==> config.mk <==
export PLATFORM = sky130hd
export DESIGN_NAME = operator_ip_host
export DESIGN_NICKNAME = d
export VERILOG_FILES = /design/src/rtl/operator_ip_pkg.sv /design/src/rtl/op_sync_fifo.sv /design/src/rtl/operator_ip_host.sv
export SDC_FILE = /design/constraint.sdc
export NUM_CORES = 1
export LEC_CHECK = 0
export CAP_MARGIN = 0
export CORE_MARGIN = 2
export CORE_UTILIZATION = 44
export DETAILED_ROUTE_END_ITERATION = 8
export PLACE_DENSITY = 0.73
export SYNTH_ARGS = -nofsm -noshare
export SYNTH_HDL_FRONTEND = slang
export SYNTH_SLANG_ARGS = --single-unit
==> constraint.sdc <==
create_clock -name clk -period 10.3 [get_ports clk]
set_input_delay 2.06 -clock clk [delete_from_list [all_inputs] [get_ports clk]]
set_output_delay 2.06 -clock clk [all_outputs]
set_load 0.02 [all_outputs]
==> src/rtl/operator_ip_pkg.sv <==
// Shared types and widths for the OPERATOR_IP host sequencer.
package operator_ip_pkg;
  localparam int ADDR_W = 32;
  localparam int DATA_W = 32;
  localparam int RES_W  = 64;

  typedef enum logic [2:0] {
    IDLE    = 3'd0,
    CFG_WR  = 3'd1,
    CFG_GAP = 3'd2,
    OP_WAIT = 3'd3,
    RESP    = 3'd4
  } op_host_state_e;

  typedef struct packed {
    logic [ADDR_W-1:0] addr;
    logic [DATA_W-1:0] data;
  } op_cfg_wr_t;
endpackage

==> src/rtl/op_sync_fifo.sv <==
// Single-clock FIFO with occupancy level; push and pop may happen in the same cycle.
module op_sync_fifo #(
  parameter int WIDTH = 8,
  parameter int DEPTH = 4
) (
  input  logic                     clk,
  input  logic                     rst,
  input  logic                     push,
  input  logic [WIDTH-1:0]         wdata,
  input  logic                     pop,
  output logic [WIDTH-1:0]         rdata,
  output logic                     full,
  output logic                     empty,
  output logic [$clog2(DEPTH):0]   level
);
  localparam int AW = $clog2(DEPTH);
  localparam int LW = AW + 1;

  logic [WIDTH-1:0] mem [DEPTH];
  logic [AW-1:0]    wptr, rptr;
  logic             do_push, do_pop;

  assign do_push = push && !full;
  assign do_pop  = pop && !empty;

  // Pointers wrap naturally because DEPTH is a power of two.
  always_ff @(posedge clk or posedge rst) begin
    if (rst) begin
      wptr  <= '0;
      rptr  <= '0;
      level <= '0;
    end else begin
      if (do_push) wptr <= wptr + 1'b1;
      if (do_pop)  rptr <= rptr + 1'b1;
      case ({do_push, do_pop})
        2'b10:   level <= level + 1'b1;
        2'b01:   level <= level - 1'b1;
        default: ;
      endcase
    end
  end

  always_ff @(posedge clk) begin
    if (do_push) mem[wptr] <= wdata;
  end

  assign rdata = mem[rptr];
  assign full  = (level == LW'(DEPTH));
  assign empty = (level == '0);
endmodule

==> src/rtl/operator_ip_host.sv <==
// Host sequencer for OPERATOR_IP: drains queued register writes as spaced
// reg_wr strobes, then runs operand jobs and returns z on a valid/ready channel.
module operator_ip_host
  import operator_ip_pkg::*;
#(
  parameter int CFG_DEPTH  = 4,
  parameter int OP_LATENCY = 2,
  parameter int WR_GAP     = 1
) (
  input  logic                      clk,
  input  logic                      rst,
  input  logic                      cfg_valid,
  output logic                      cfg_ready,
  input  logic [ADDR_W-1:0]         cfg_addr,
  input  logic [DATA_W-1:0]         cfg_data,
  input  logic                      job_valid,
  output logic                      job_ready,
  input  logic [DATA_W-1:0]         job_a,
  input  logic [DATA_W-1:0]         job_b,
  input  logic [DATA_W-1:0]         job_c,
  output logic                      res_valid,
  input  logic                      res_ready,
  output logic [RES_W-1:0]          res_z,
  output logic [ADDR_W-1:0]         reg_addr,
  output logic [DATA_W-1:0]         reg_wr_data,
  output logic                      reg_wr,
  output logic [DATA_W-1:0]         a,
  output logic [DATA_W-1:0]         b,
  output logic [DATA_W-1:0]         c,
  input  logic [RES_W-1:0]          z,
  output logic                      busy,
  output logic [$clog2(CFG_DEPTH):0] cfg_level
);
  localparam int LW    = $clog2(CFG_DEPTH) + 1;
  localparam int CNT_W = (OP_LATENCY > 1) ? $clog2(OP_LATENCY) : 1;
  localparam int GAP_W = (WR_GAP > 1) ? $clog2(WR_GAP) : 1;
  localparam logic [CNT_W-1:0] OP_LAST  = CNT_W'(OP_LATENCY - 1);
  localparam logic [GAP_W-1:0] GAP_LAST = GAP_W'((WR_GAP > 0) ? WR_GAP - 1 : 0);

  op_host_state_e   state, state_n;
  op_cfg_wr_t       cfg_in, head, last_cfg;
  logic             fifo_full, fifo_empty, pop, idle_ok, job_acc;
  logic [CNT_W-1:0] op_cnt;
  logic [GAP_W-1:0] gap_cnt;

  assign cfg_in = '{addr: cfg_addr, data: cfg_data};

  op_sync_fifo #(.WIDTH($bits(op_cfg_wr_t)), .DEPTH(CFG_DEPTH)) u_cfg_fifo (
    .clk   (clk),
    .rst   (rst),
    .push  (cfg_valid && cfg_ready),
    .wdata (cfg_in),
    .pop   (pop),
    .rdata (head),
    .full  (fifo_full),
    .empty (fifo_empty),
    .level (cfg_level)
  );

  assign cfg_ready = !fifo_full && !rst;
  assign job_ready = idle_ok && !rst;
  assign job_acc   = job_valid && job_ready;
  assign busy      = (state != IDLE) || !fifo_empty;

  // Writes leave the FIFO head directly on the strobe cycle, then hold.
  assign reg_addr    = (state == CFG_WR) ? head.addr : last_cfg.addr;
  assign reg_wr_data = (state == CFG_WR) ? head.data : last_cfg.data;

  always_comb begin
    state_n = state;
    idle_ok = 1'b0;
    pop     = 1'b0;
    reg_wr  = 1'b0;
    case (state)
      IDLE: begin
        if (!fifo_empty) state_n = CFG_WR;
        else begin
          idle_ok = 1'b1;
          if (job_valid) state_n = OP_WAIT;
        end
      end
      CFG_WR: begin
        reg_wr = 1'b1;
        pop    = 1'b1;
        // Leaving a write or gap re-runs the IDLE decision in the same cycle.
        if (WR_GAP > 0)             state_n = CFG_GAP;
        else if (cfg_level > LW'(1)) state_n = CFG_WR;
        else                         state_n = IDLE;
      end
      CFG_GAP: if (gap_cnt == GAP_LAST) state_n = fifo_empty ? IDLE : CFG_WR;
      OP_WAIT: if (op_cnt == OP_LAST)   state_n = RESP;
      RESP:    if (res_ready)           state_n = IDLE;
      default: state_n = IDLE;
    endcase
  end

  always_ff @(posedge clk or posedge rst) begin
    if (rst) begin
      state     <= IDLE;
      gap_cnt   <= '0;
      op_cnt    <= '0;
      a         <= '0;
      b         <= '0;
      c         <= '0;
      res_z     <= '0;
      res_valid <= 1'b0;
      last_cfg  <= '0;
    end else begin
      state   <= state_n;
      gap_cnt <= (state == CFG_GAP) ? gap_cnt + 1'b1 : '0;
      op_cnt  <= (state == OP_WAIT) ? op_cnt + 1'b1 : '0;
      if (job_acc) begin
        a <= job_a;
        b <= job_b;
        c <= job_c;
      end
      if (state == OP_WAIT && op_cnt == OP_LAST) begin
        res_z     <= z;
        res_valid <= 1'b1;
      end else if (state == RESP && res_ready) begin
        res_valid <= 1'b0;
      end
      if (state == CFG_WR) last_cfg <= head;
    end
  end
endmodule

# Yosys cells after proc, flatten, opt, wreduce, memory -nomap -nowiden

Memory sizes are Yosys's and may differ from the RTL's.
Cells that the tools add are included.

Flip-flop bits (word level): 237
Memory bits (writable): 256
Output and inout bits: 232
Memories: 1

Memory list:

| name           | words | bits a word | rd ports | clocked after Yosys merged registers in | write ports | line               | text |
|---|---|---|---|---|---|---|---|
| u_cfg_fifo.mem | 4     | 64          | 1        | 0                                       | 1           | op_sync_fifo.sv:19 | `logic [WIDTH-1:0] mem [DEPTH];` |

Add/sub/neg operators: 6
Equality and inequality tests: 11
Multiplexer cells: 19
Reductions and logical operators: 18

Operator list:

| operator                                                               | count |
|---|---|
| 32-bit two-way mux                                                     | 2 |
| 3-bit two-way mux                                                      | 5 |
| 3-bit case mux with 5 select lines                                     | 1 |
| 1-bit two-way mux                                                      | 10 |
| 1-bit logical AND                                                      | 8 |
| 3-bit by 2-bit equality test with 1-bit output (second input constant) | 2 |
| 3-bit equality test (second input constant)                            | 2 |
| 3-bit zero test                                                        | 2 |
| 2-bit != test (second input constant)                                  | 3 |
| 3-bit case mux with 2 select lines                                     | 1 |
| 2-bit by 1-bit adder with 2-bit output (second input constant)         | 2 |
| 4-bit AND reduction                                                    | 1 |
| 2-bit nonzero test                                                     | 2 |
| 3-bit by 1-bit adder with 3-bit output (second input constant)         | 1 |
| 3-bit by 1-bit equality test with 1-bit output (second input constant) | 1 |
| 1-bit zero test                                                        | 3 |
| 3-bit != test (second input constant)                                  | 1 |
| 3-bit nonzero test                                                     | 1 |
| 3-bit by 1-bit subtractor with 3-bit output (second input constant)    | 1 |
| 1-bit adder (second input constant)                                    | 2 |
| 2-bit by 1-bit equality test with 1-bit output (second input constant) | 1 |
| 2-bit equality test (second input constant)                            | 1 |
| 1-bit logical OR                                                       | 1 |

# Longest topological paths before layout

Word-level depth: 7
Gate-level depth with buffers: 8
Mapped depth without buffers: 8

# Modules after synthesis

Synthesis repeated with hierarchy kept, for this count alone.

Cell total of the unflattened synthesis: 877
Area total of the unflattened synthesis: 18415.2 sq um

By module, submodules not included:

| module           | times used | cells an instance | area each (sq um) | seq. area each (sq um) |
|---|---|---|---|---|
| op_sync_fifo     | 1          | 372               | 9659.3            | 7862.5 |
| operator_ip_host | 1          | 505               | 8755.9            | 5755.5 |

# Worst setup path after synthesis

OpenSTA, ideal clock, no wires.

Kind: input port to flip-flop
From: input rst
To: register b[0]
Arrival time: 8465 ps
Setup slack: 1710 ps
Stages: 5
Buffers on the path: 2
Cell sequence: inv_1 nand4_2 buf_6 buf_6 mux2_4

Cells in the longest elaborated chain, start to end: 3

RTL lines:

| element                          | line                    | text |
|---|---|---|
| start: declaration               | operator_ip_host.sv:11  | `input logic rst,` |
| 1-bit zero test (no source line) | --                      |  |
| 1-bit logical AND                | operator_ip_host.sv:61  | `assign job_ready = idle_ok && !rst;` |
| 1-bit logical AND                | operator_ip_host.sv:62  | `assign job_acc = job_valid && job_ready;` |
| end signal: assignment           | operator_ip_host.sv:114 | `b <= job_b;` |
| end: declaration                 | operator_ip_host.sv:28  | `output logic [DATA_W-1:0] b,` |

Every way passes these cells.
A chain may end at the register's enable or synchronous reset.

# Worst setup path in the final report

From: register state[0]
To: output reg_wr_data[0]

Cells in the longest elaborated chain, start to end: 2

RTL lines:

| element                                        | line                    | text |
|---|---|---|
| start: declaration                             | operator_ip_host.sv:40  | `op_host_state_e state, state_n;` |
| start signal: assignment                       | operator_ip_host.sv:109 | `state <= state_n;` |
| 3-bit by 1-bit equality test with 1-bit output | operator_ip_host.sv:67  | `assign reg_wr_data = (state == CFG_WR) ? head.data : last_cfg.data;` |
| 32-bit two-way mux                             | operator_ip_host.sv:67  |  |
| end: declaration                               | operator_ip_host.sv:25  | `output logic [DATA_W-1:0] reg_wr_data,` |

Every way passes these cells.

==> flow_metrics.py <==
metrics = {
    "hold_path": {
        "whs_path_depth": 1,
        "worst_hold_path_type": "register to register",
    },
    "clocking": {
        "cts_buffers": 52,
        "cts_resized": 0,
        "cts-root-buf": "clkbuf_16",
        "clock_path_buffers": 3,
        "post_cts_buffers": 0,
        "cts_tree": "done",
        "htree_levels": 2,
        "clk_latency_ns": 0.58,
        "clkSinkCount": 493,
        "hold_buffers": 0,
        "clk_pin_slew_ns": 0.06,
    },
    "worst_setup_path": {
        "critPathMaxStageDelay_ns": 0.63,
        "worst_path_dominant_cell_family": "buffers and inverters",
        "cp_num_buf_inv": 3,
        "crit_fanout": 41,
        "crit_arrival_ns": 3.64,
        "r2r_cells": 4,
        "cp-end-kind": "output pin",
        "start_kind": "register",
        "path_depth": 6,
        "critPathKind": "register to output pin",
        "path_cells": "or3b_4 -> inv_2 -> buf_4 -> nand2_1 -> nand2_1 -> clkdlybuf4s50_1",
        "crit_slowest_cell": "clkdlybuf4s50_1",
        "cpMostUsedCell": "nand2_1",
        "required_ns": 8.24,
    },
    "placement": {
        "io_buffers": 460,
        "placed_cell_area_um2": 23530,
        "hpwl_um": 28810,
        "dp.cells": 1971,
        "gp_congestion": 0.7951,
    },
    "run_status": {
        "status": "finished, final reports clean",
    },
    "sta": {
        "max_freq_mhz": 175.5,
        "relSlewSlack": 0.2748,
        "worst-slew-pin-transition_ns": 1.088,
        "slew_viol_final": 0,
        "rsz0062_at_grt": "no",
        "hold_violations": 0,
        "finalSetupViolations": 0,
        "finalCriticalPeriod_ns": 5.700,
        "min_period_over_period": 0.5534,
        "finClkSkew_ns": 0.01523,
        "fin_tns_setup_ns": 0,
    },
    "pwr": {
        "combPwrFrac": 0.404,
        "p_switching_mw": 2.711,
        "pwr-share-seq": 0.369,
        "p_clk_frac": 0.226,
        "swShare": 0.3341,
        "power_density_nw_per_um2": 321.1,
        "power_leakage_nw": 9.981,
        "power_mw": 8.115,
        "p_int_mw": 5.403,
        "ir_worst_vdd_mv": 0.2204,
    },
    "die": {
        "ios": 461,
        "die_h_um": 208.8,
        "core_um2": 41670,
        "start_util": 0.4428,
        "row_count": 75,
        "chipWidth_um": 208.8,
        "die_area_um2": 43580,
    },
    "synth": {
        "synth_edf_count": 256,
        "synth_top_area_cell": "edfxtp_1",
        "syn_inst": 1012,
        "synth-seq-cells": 493,
        "synth.net_count": 1247,
        "synth_flop_cell": "edfxtp_1",
        "async_reset_ff_frac": 0.4807,
        "synth_most_common_cell": "edfxtp_1",
        "yosysWarnings": 0,
        "yosys-top-cells-count": "edfxtp_1 (256), dfrtp_1 (237), nand2_1 (194)",
        "synth_top_area_share": 0.4167,
        "syn_area_per_cell_um2": 18.23,
        "ys_seq_area_frac": 0.7381,
        "syn_area_um2": 18450,
        "netlist_top_cells_area": "edfxtp_1 (42%), dfrtp_1 (32%), mux4_2 (7.8%), mux2_2 (7.4%), nand2_1 (3.9%)",
        "synth_cell_type_count": 35,
    },
    "global_routing": {
        "grt_use_total": 0.2030,
        "grt_pass1_wl_um": 67160,
        "gr-total-overflow": 0,
        "antenna_found_initial": 15,
        "grt_max_degree": 82,
        "grt_pass1_vias": 10760,
    },
    "drt": {
        "routed_wl_um": 43950,
        "drt_iter0_drc": 544,
        "via_per_inst": 4.978,
        "antenna_left": 0,
        "drc": 0,
        "vias": 10360,
        "wl_per_cell_um": 21.12,
        "dr.pass1.iters": 4,
    },
    "job": {
        "maxCapViolCount": 0,
    },
    "final_layout": {
        "drive_gt1_frac": 0.2106,
        "final_cell_area_um2": 25270,
        "nNetsFinal": 1721,
        "area_growth_pct": 36.96,
        "fillers": 3089,
        "final_cells": 2081,
    },
}
==> sequential cells by signal, indices dropped and copies added, names as in the netlist <==
name and cells:
b 32, u_cfg_fifo.level 3, state 3, u_cfg_fifo.rptr 2
res_z 64, u_cfg_fifo.mem 256, u_cfg_fifo.wptr 2, c 32
a 32, last_cfg 64, op_cnt 1, res_valid 1
gap_cnt 1
==> final timing paths <==
path	to	from	slack (ns)
worst min register to register	gap_cnt$_DFF_PP0_	gap_cnt$_DFF_PP0_	0.46
worst min-delay path	gap_cnt$_DFF_PP0_	gap_cnt$_DFF_PP0_	0.46
worst max-delay path	reg_wr_data[0]	state[0]$_DFFE_PP0P_	4.60
max in group asynchronous	u_cfg_fifo.rptr[0]$_DFFE_PP0P_	rst	6.56
min in group asynchronous	b[10]$_DFFE_PP0P_	rst	2.19
worst max register to register	c[28]$_DFFE_PP0P_	u_cfg_fifo.level[0]$_DFFE_PP0P_	7.45
==> cells in the final DEF, fill, tap and decap left out, types with 6 or more instances in the layout <==
| cell type | Yosys | final |
|---|---|---|
| diode_2 | 0 | 13 |
| mux2_4 | 40 | 40 |
| clkbuf_1 | 13 | 21 |
| buf_4 | 8 | 6 |
| mux2_2 | 122 | 122 |
| clkbuf_16 | 0 | 54 |
| dfrtp_1 | 237 | 235 |
| mux4_2 | 64 | 64 |
| clkdlybuf4s50_1 | 0 | 460 |
| nand2_1 | 194 | 194 |
| edfxtp_1 | 256 | 256 |
| clkbuf_8 | 0 | 12 |
==> metal layers <==
metal | vias up | part of all wire | track usage
met5 | - | 0.00027 | 0
met4 | 2 | 0.026 | 0.08202
met3 | 68 | 0.075 | 0.06087
met2 | 328 | 0.50 | 0.3334
met1 | 5277 | 0.39 | 0.2531
li1 | 4685 | - | -
==> power by group through the flow <==
| stage | combinational (mW) | sequential, mW | clock [mW] |
|---|---|---|---|
| detailed placement | 3.32 | 3.04 | 0 |
| global placement | 3.29 | 3.01 | 0 |
| CTS | 3.33 | 3.01 | 1.88 |
| floorplan | 1.48 | 3.31 | 0 |
| finish | 3.28 | 3.00 | 1.84 |
| global route | 3.49 | 3.07 | 1.96 |
==> through the flow <==
stage / setup slack (ns) / utilization / hold WS (ns)
finish: 4.600 / 0.6065 / 0.4634
global route: 4.343 / 0.6063 / 0.4864
CTS: 4.476 / 0.6057 / 0.4511
detailed placement: 4.707 / 0.5646 / 0.4435
global placement: 4.697 / 0.5646 / 0.4324
floorplan: 1.703 / - / 0.4181
==> layout make-up <==
type	instances	area [µm²]	area share
Clock inverter	10	115.1	0.004556
Clock buffer	87	1595	0.06313
Antenna cell	13	32.53	0.001287
Multi-Input combinational cell	466	4542	0.1797
Sequential cell	493	13630	0.5392
Timing Repair Buffer	466	4649	0.1840
Inverter	7	33.78	0.001337
Tap cell	539	674.4	0.02669
==> worst register-to-register path: stages (launching register included) <==
cell	delay (ns)
dfrtp_1	0.47
nor3_2	0.34
nand4_4	0.75
buf_4	0.67
mux2_4	0.50
==> cell families (layout without fill, tap and decap cells) <==
| family | count (synthesis) | in the layout | synth area share |
|---|---|---|---|
| flip-flops | 493 | 493 | 0.7381 |
| AO/OA/AOI/OAI | 10 | 10 | 0.003459 |
| AND/OR/NAND/NOR | 218 | 218 | 0.04842 |
| adder cells (fa/ha/maj) | 6 | 6 | 0.004476 |
| buffers and inverters | 53 | 570 | 0.01750 |
| other | 0 | 13 | 0 |
| XOR/XNOR | 6 | 6 | 0.002848 |
| multiplexers | 226 | 226 | 0.1851 |
(Power assumes the default switching activity.)
==> RTL change 1, RTL diff (same settings) <==
Change the package constant `ADDR_W` from 32 to 28.
--- a/src/rtl/operator_ip_pkg.sv
+++ b/src/rtl/operator_ip_pkg.sv
@@ -1,6 +1,6 @@
 // Shared types and widths for the OPERATOR_IP host sequencer.
 package operator_ip_pkg;
-  localparam int ADDR_W = 32;
+  localparam int ADDR_W = 28;
   localparam int DATA_W = 32;
   localparam int RES_W  = 64;
 
Ports: changed (resized cfg_addr and reg_addr); port bits go from 461 to 453. The function was not compared with the original's and may differ.
==> RTL change 1 against the original RTL <==
Synthesized cell count fell by 3.7%; largest power group unchanged; sequential share of layout area decreased by 0.36 points; sequential power fell by 6%; critical path type unchanged; power shrank 3.5%; first-iteration DRC count shrank 5.3%; critical endpoint is now reg_wr_data[10]; wire length down 1.7%; setup slack better by 140 ps; synthesized area is 4.0% lower; final area decreased by 3.6%; sequential cell count down 20.
==> RTL change 1: results (changes against the original RTL) <==
multi_input_gates: 450  # -3.4%
yosys-top-cells-count: "edfxtp_1, dfrtp_1, nand2_1"
drt_iter0_markers: 515  # -5.3%
synth.distinct_cells: 36  # +2.9%
async_flop_share_pct: 49.3  # +1.2 points
syn-num-nets: 1206  # -3.3%
power.clock.total_mw: 1.75  # -5%
cts_sinks: 473  # -4.1%
nNonClkBuffers: 459  # -1.5%
muxShareOfSynthArea_pct: 18.8  # +0.26 points
drive_gt1_share_pct: 21.5  # +0.40 points
grt_pass1_wl_mm: 64.4  # -4.2%
ir_worst_vdd_mv: 0.216  # -2.2%
n_clock_buffer: 71  # -18%
cts_buffers: 49  # -5.8%
diodes: 6  # -7
final_nets: 1671  # -2.9%
clk_share_pct: 6.63  # -0.13 points
multi_input_area_share_pct: 18.1  # +0.12 points
total_power_mw: 7.83  # -3.5%
worstMarginPinSlew_ps: 1150  # +66.4 ps
dr_wl_met2_mm: 22.2  # about the same
status: "complete, no violations"
r2r_end: "b[7]$_DFFE_PP0P_"
antenna_found_initial: 8  # -7
gp_congestion: 0.800  # +0.63%
synth-adder-area-share_pct: 0.466  # +0.019 points
whs_ps: 455  # -8.33 ps
sh_seq_area_pct: 53.6  # -0.36 points
synth_edf_count: 240  # -6.3%
dp_slack_ps: 4790  # +82.9 ps
cp_max_fo: 38  # -7.3%
top_regs: "u_cfg_fifo.mem: 240 flops, res_z: 64 flops, last_cfg: 60 flops"
synth-compound-area-share_pct: 0.360  # +0.014 points
wl_per_cell_um: 21.5  # +1.9%
grt_pass1_vias: 10500  # -2.4%
dpl-instance-area_um2: 22700  # -3.4%
wl_met3_mm: 3.61  # +9.0%
nonClkBufAreaFrac_pct: 18.8  # +0.40 points
worst-r2r-setup-slack_ps: 7580  # +130 ps
grt_max_degree: 110  # +34%
synth_xor_area_share_pct: 0.297  # +0.012 points
p_switching_mw: 2.65  # -2.2%
fin_skew_ps: 17.3  # +2.11 ps
viasPerCell: 5.04  # +1.2%
port_buffers: 452  # -1.7%
## RTL change 1: changes by cell type after synthesis, sizes merged
cell    unedited run  this run
mux4              64        60
buf               33        32
edfxtp           256       240
nand2            194       182
dfrtp            237       233
## RTL change 1: worst max-delay path, cell delays in order (launching register included)
cell and delay [ps]:
dfrtp_1 580, or3b_4 440, inv_2 420, buf_4 520
nand2_1 110, nand2_1 190, clkdlybuf4s50_1 650
## RTL change 1: per-stage QoR
stage	util (%)	cells
after floorplan	-	975
after global placement	57.2	1914
after detailed placement	57.2	1914
after CTS	61.2	2002
after global routing	61.3	2007
final	61.3	2008
## RTL change 1: metal layers
layer | track usage, % | vias to the layer above
met4 | 7.48 | 4
li1 | - | 4519
met5 | 0 | -
met1 | 25.0 | 5169
met3 | 6.16 | 69
met2 | 34.6 | 351
==> RTL change 2, RTL diff (same settings) <==
Made on the original files. Put a register stage on the output `cfg_level`, with the module's reset. The value now appears one clock later. The other outputs are not delayed to match.
--- a/src/rtl/operator_ip_host.sv
+++ b/src/rtl/operator_ip_host.sv
@@ -37,6 +37,8 @@
   localparam logic [CNT_W-1:0] OP_LAST  = CNT_W'(OP_LATENCY - 1);
   localparam logic [GAP_W-1:0] GAP_LAST = GAP_W'((WR_GAP > 0) ? WR_GAP - 1 : 0);
 
+  logic [$clog2(CFG_DEPTH):0] cfg_level_d;
+
   op_host_state_e   state, state_n;
   op_cfg_wr_t       cfg_in, head, last_cfg;
   logic             fifo_full, fifo_empty, pop, idle_ok, job_acc;
@@ -54,7 +56,7 @@
     .rdata (head),
     .full  (fifo_full),
     .empty (fifo_empty),
-    .level (cfg_level)
+    .level (cfg_level_d)
   );
 
   assign cfg_ready = !fifo_full && !rst;
@@ -84,7 +86,7 @@
         pop    = 1'b1;
         // Leaving a write or gap re-runs the IDLE decision in the same cycle.
         if (WR_GAP > 0)             state_n = CFG_GAP;
-        else if (cfg_level > LW'(1)) state_n = CFG_WR;
+        else if (cfg_level_d > LW'(1)) state_n = CFG_WR;
         else                         state_n = IDLE;
       end
       CFG_GAP: if (gap_cnt == GAP_LAST) state_n = fifo_empty ? IDLE : CFG_WR;
@@ -123,5 +125,13 @@
       if (state == CFG_WR) last_cfg <= head;
     end
   end
+  always_ff @(posedge clk or posedge rst) begin
+    if (rst) begin
+      cfg_level <= '0;
+    end else begin
+      cfg_level <= cfg_level_d;
+    end
+  end
+
 endmodule
 
Formal check against the unedited RTL: not equivalent (a bounded check fails within 4 cycles, from zero or initial values and one cycle with rst high).
==> RTL change 2 against the original RTL <==
Wire length grew 1.4%; power rose by 1.4%; synthesized area increased by 0.41%; setup slack better by 19 ps; sequential cell count grew 3; hold slack gained 2.5 ps; global-route usage about the same; combinational power about the same; final area is 0.61% higher; critical endpoint is now reg_addr[14]; highest routed layer unchanged.
==> RTL change 2: results (changes against the original RTL) <==
yosys-top-cells-count: "edfxtp_1, dfrtp_1, nand2_1"
grt.total_usage_pct: 20.3  # +0.050 points
endpoint: "reg_addr[14]"
cpPeakStageDelay_ps: 680  # +50 ps
ir_worst_vdd_mv: 0.229  # +4.0%
fin_skew_ps: 15.4  # +0.153 ps
grt_pass1_vias: 11000  # +1.8%
grt_pass1_wl_mm: 67.2  # +0.10%
syn-num-nets: 1250  # +0.24%
crit_arrival_ps: 3620  # -20 ps
worstHoldStart: "last_cfg[59]$_DFFE_PP0N_"
final_nets: 1724  # +0.17%
drt_iter0_markers: 566  # +4.0%
p_leak_nw: 10.1  # +0.91%
synth-adder-area-share_pct: 0.446  # -0.0018 points
synth_seq_area_share_pct: 73.9  # +0.11 points
clk_pin_slew_ps: 60  # about the same
dp_hpwl_mm: 29.4  # +2.0%
dpl-instance-area_um2: 23600  # +0.32%
wl_per_cell_um: 21.4  # +1.6%
min_to: "last_cfg[59]$_DFFE_PP0N_"
vias: 10500  # +1.1%
synth_area_leaders: "edfxtp_1, dfrtp_1, mux4_2"
dp_slack_ps: 4790  # +83.4 ps
status: "complete, no violations"
worst-r2r-setup-slack_ps: 7430  # -20 ps
synth_xor_area_share_pct: 0.284  # -0.0012 points
muxShareOfSynthArea_pct: 18.4  # -0.075 points
antenna_found_initial: 11  # -4
relSlewSlack_pct: 27.9  # +0.39 points
drive_gt1_share_pct: 21.6  # +0.50 points
synth_area_per_cell_um2: 18.3  # +0.11%
insertion_delay_ps: 600  # +20 ps
gp_congestion: 0.816  # +2.6%
max_freq_mhz: 176  # +0.34%
synth-compound-area-share_pct: 0.344  # -0.0014 points
## RTL change 2: worst min-delay path, stage by stage, from the launching register on
cell	delay, ps
dfrtp_1	320
nand2_1	50
nand2_1	70
## RTL change 2: logic make-up (layout without fill, tap and decap cells)
kind of cell,Yosys count,in the layout
AO/OA/AOI/OAI,10,10
XOR/XNOR,6,6
adder cells (fa/ha/maj),6,6
buffers and inverters,53,569
flip-flops,496,496
multiplexers,226,226
other,0,8
AND/OR/NAND/NOR,218,218
## RTL change 2: where the power goes
group | internal (mW) | switching, mW | leakage, nW
Clock | 1.17 | 0.772 | 0.885
Sequential | 2.68 | 0.321 | 5.29
Combinational | 1.64 | 1.65 | 3.89
## RTL change 2: metrics by stage
step                hold slack, ps  util [%]  total power [mW]  cells
finish                         466      60.9              8.23   2078
global route                   484      60.9              8.62   2077
CTS                            473      60.8              8.34   2070
detailed placement             453      56.5              6.37   1974
global placement               433      56.5              6.31   1974
floorplan                      418         -              4.80   1015
## RTL change 2: final cells by class
type                            instances  area (um2)
Clock buffer                           76        1540
Fill cell                            3112       16300
Inverter                                7        33.8
Timing Repair Buffer                  466        4650
Tap cell                              539         674
Multi-Input combinational cell        466        4540
Antenna cell                            8        20.0
Sequential cell                       496       13700
Clock inverter                         20         260
## RTL change 2: routing by layer
| layer | vias up | global-route usage (%) | share of wire, % |
|---|---|---|---|
| met1 | 5354 | 24.8 | 39 |
| met2 | 365 | 34.5 | 50 |
| met4 | 4 | 7.27 | 2.6 |
| met5 | - | 0 | 0.061 |
| li1 | 4688 | - | - |
| met3 | 66 | 6.09 | 7.7 |
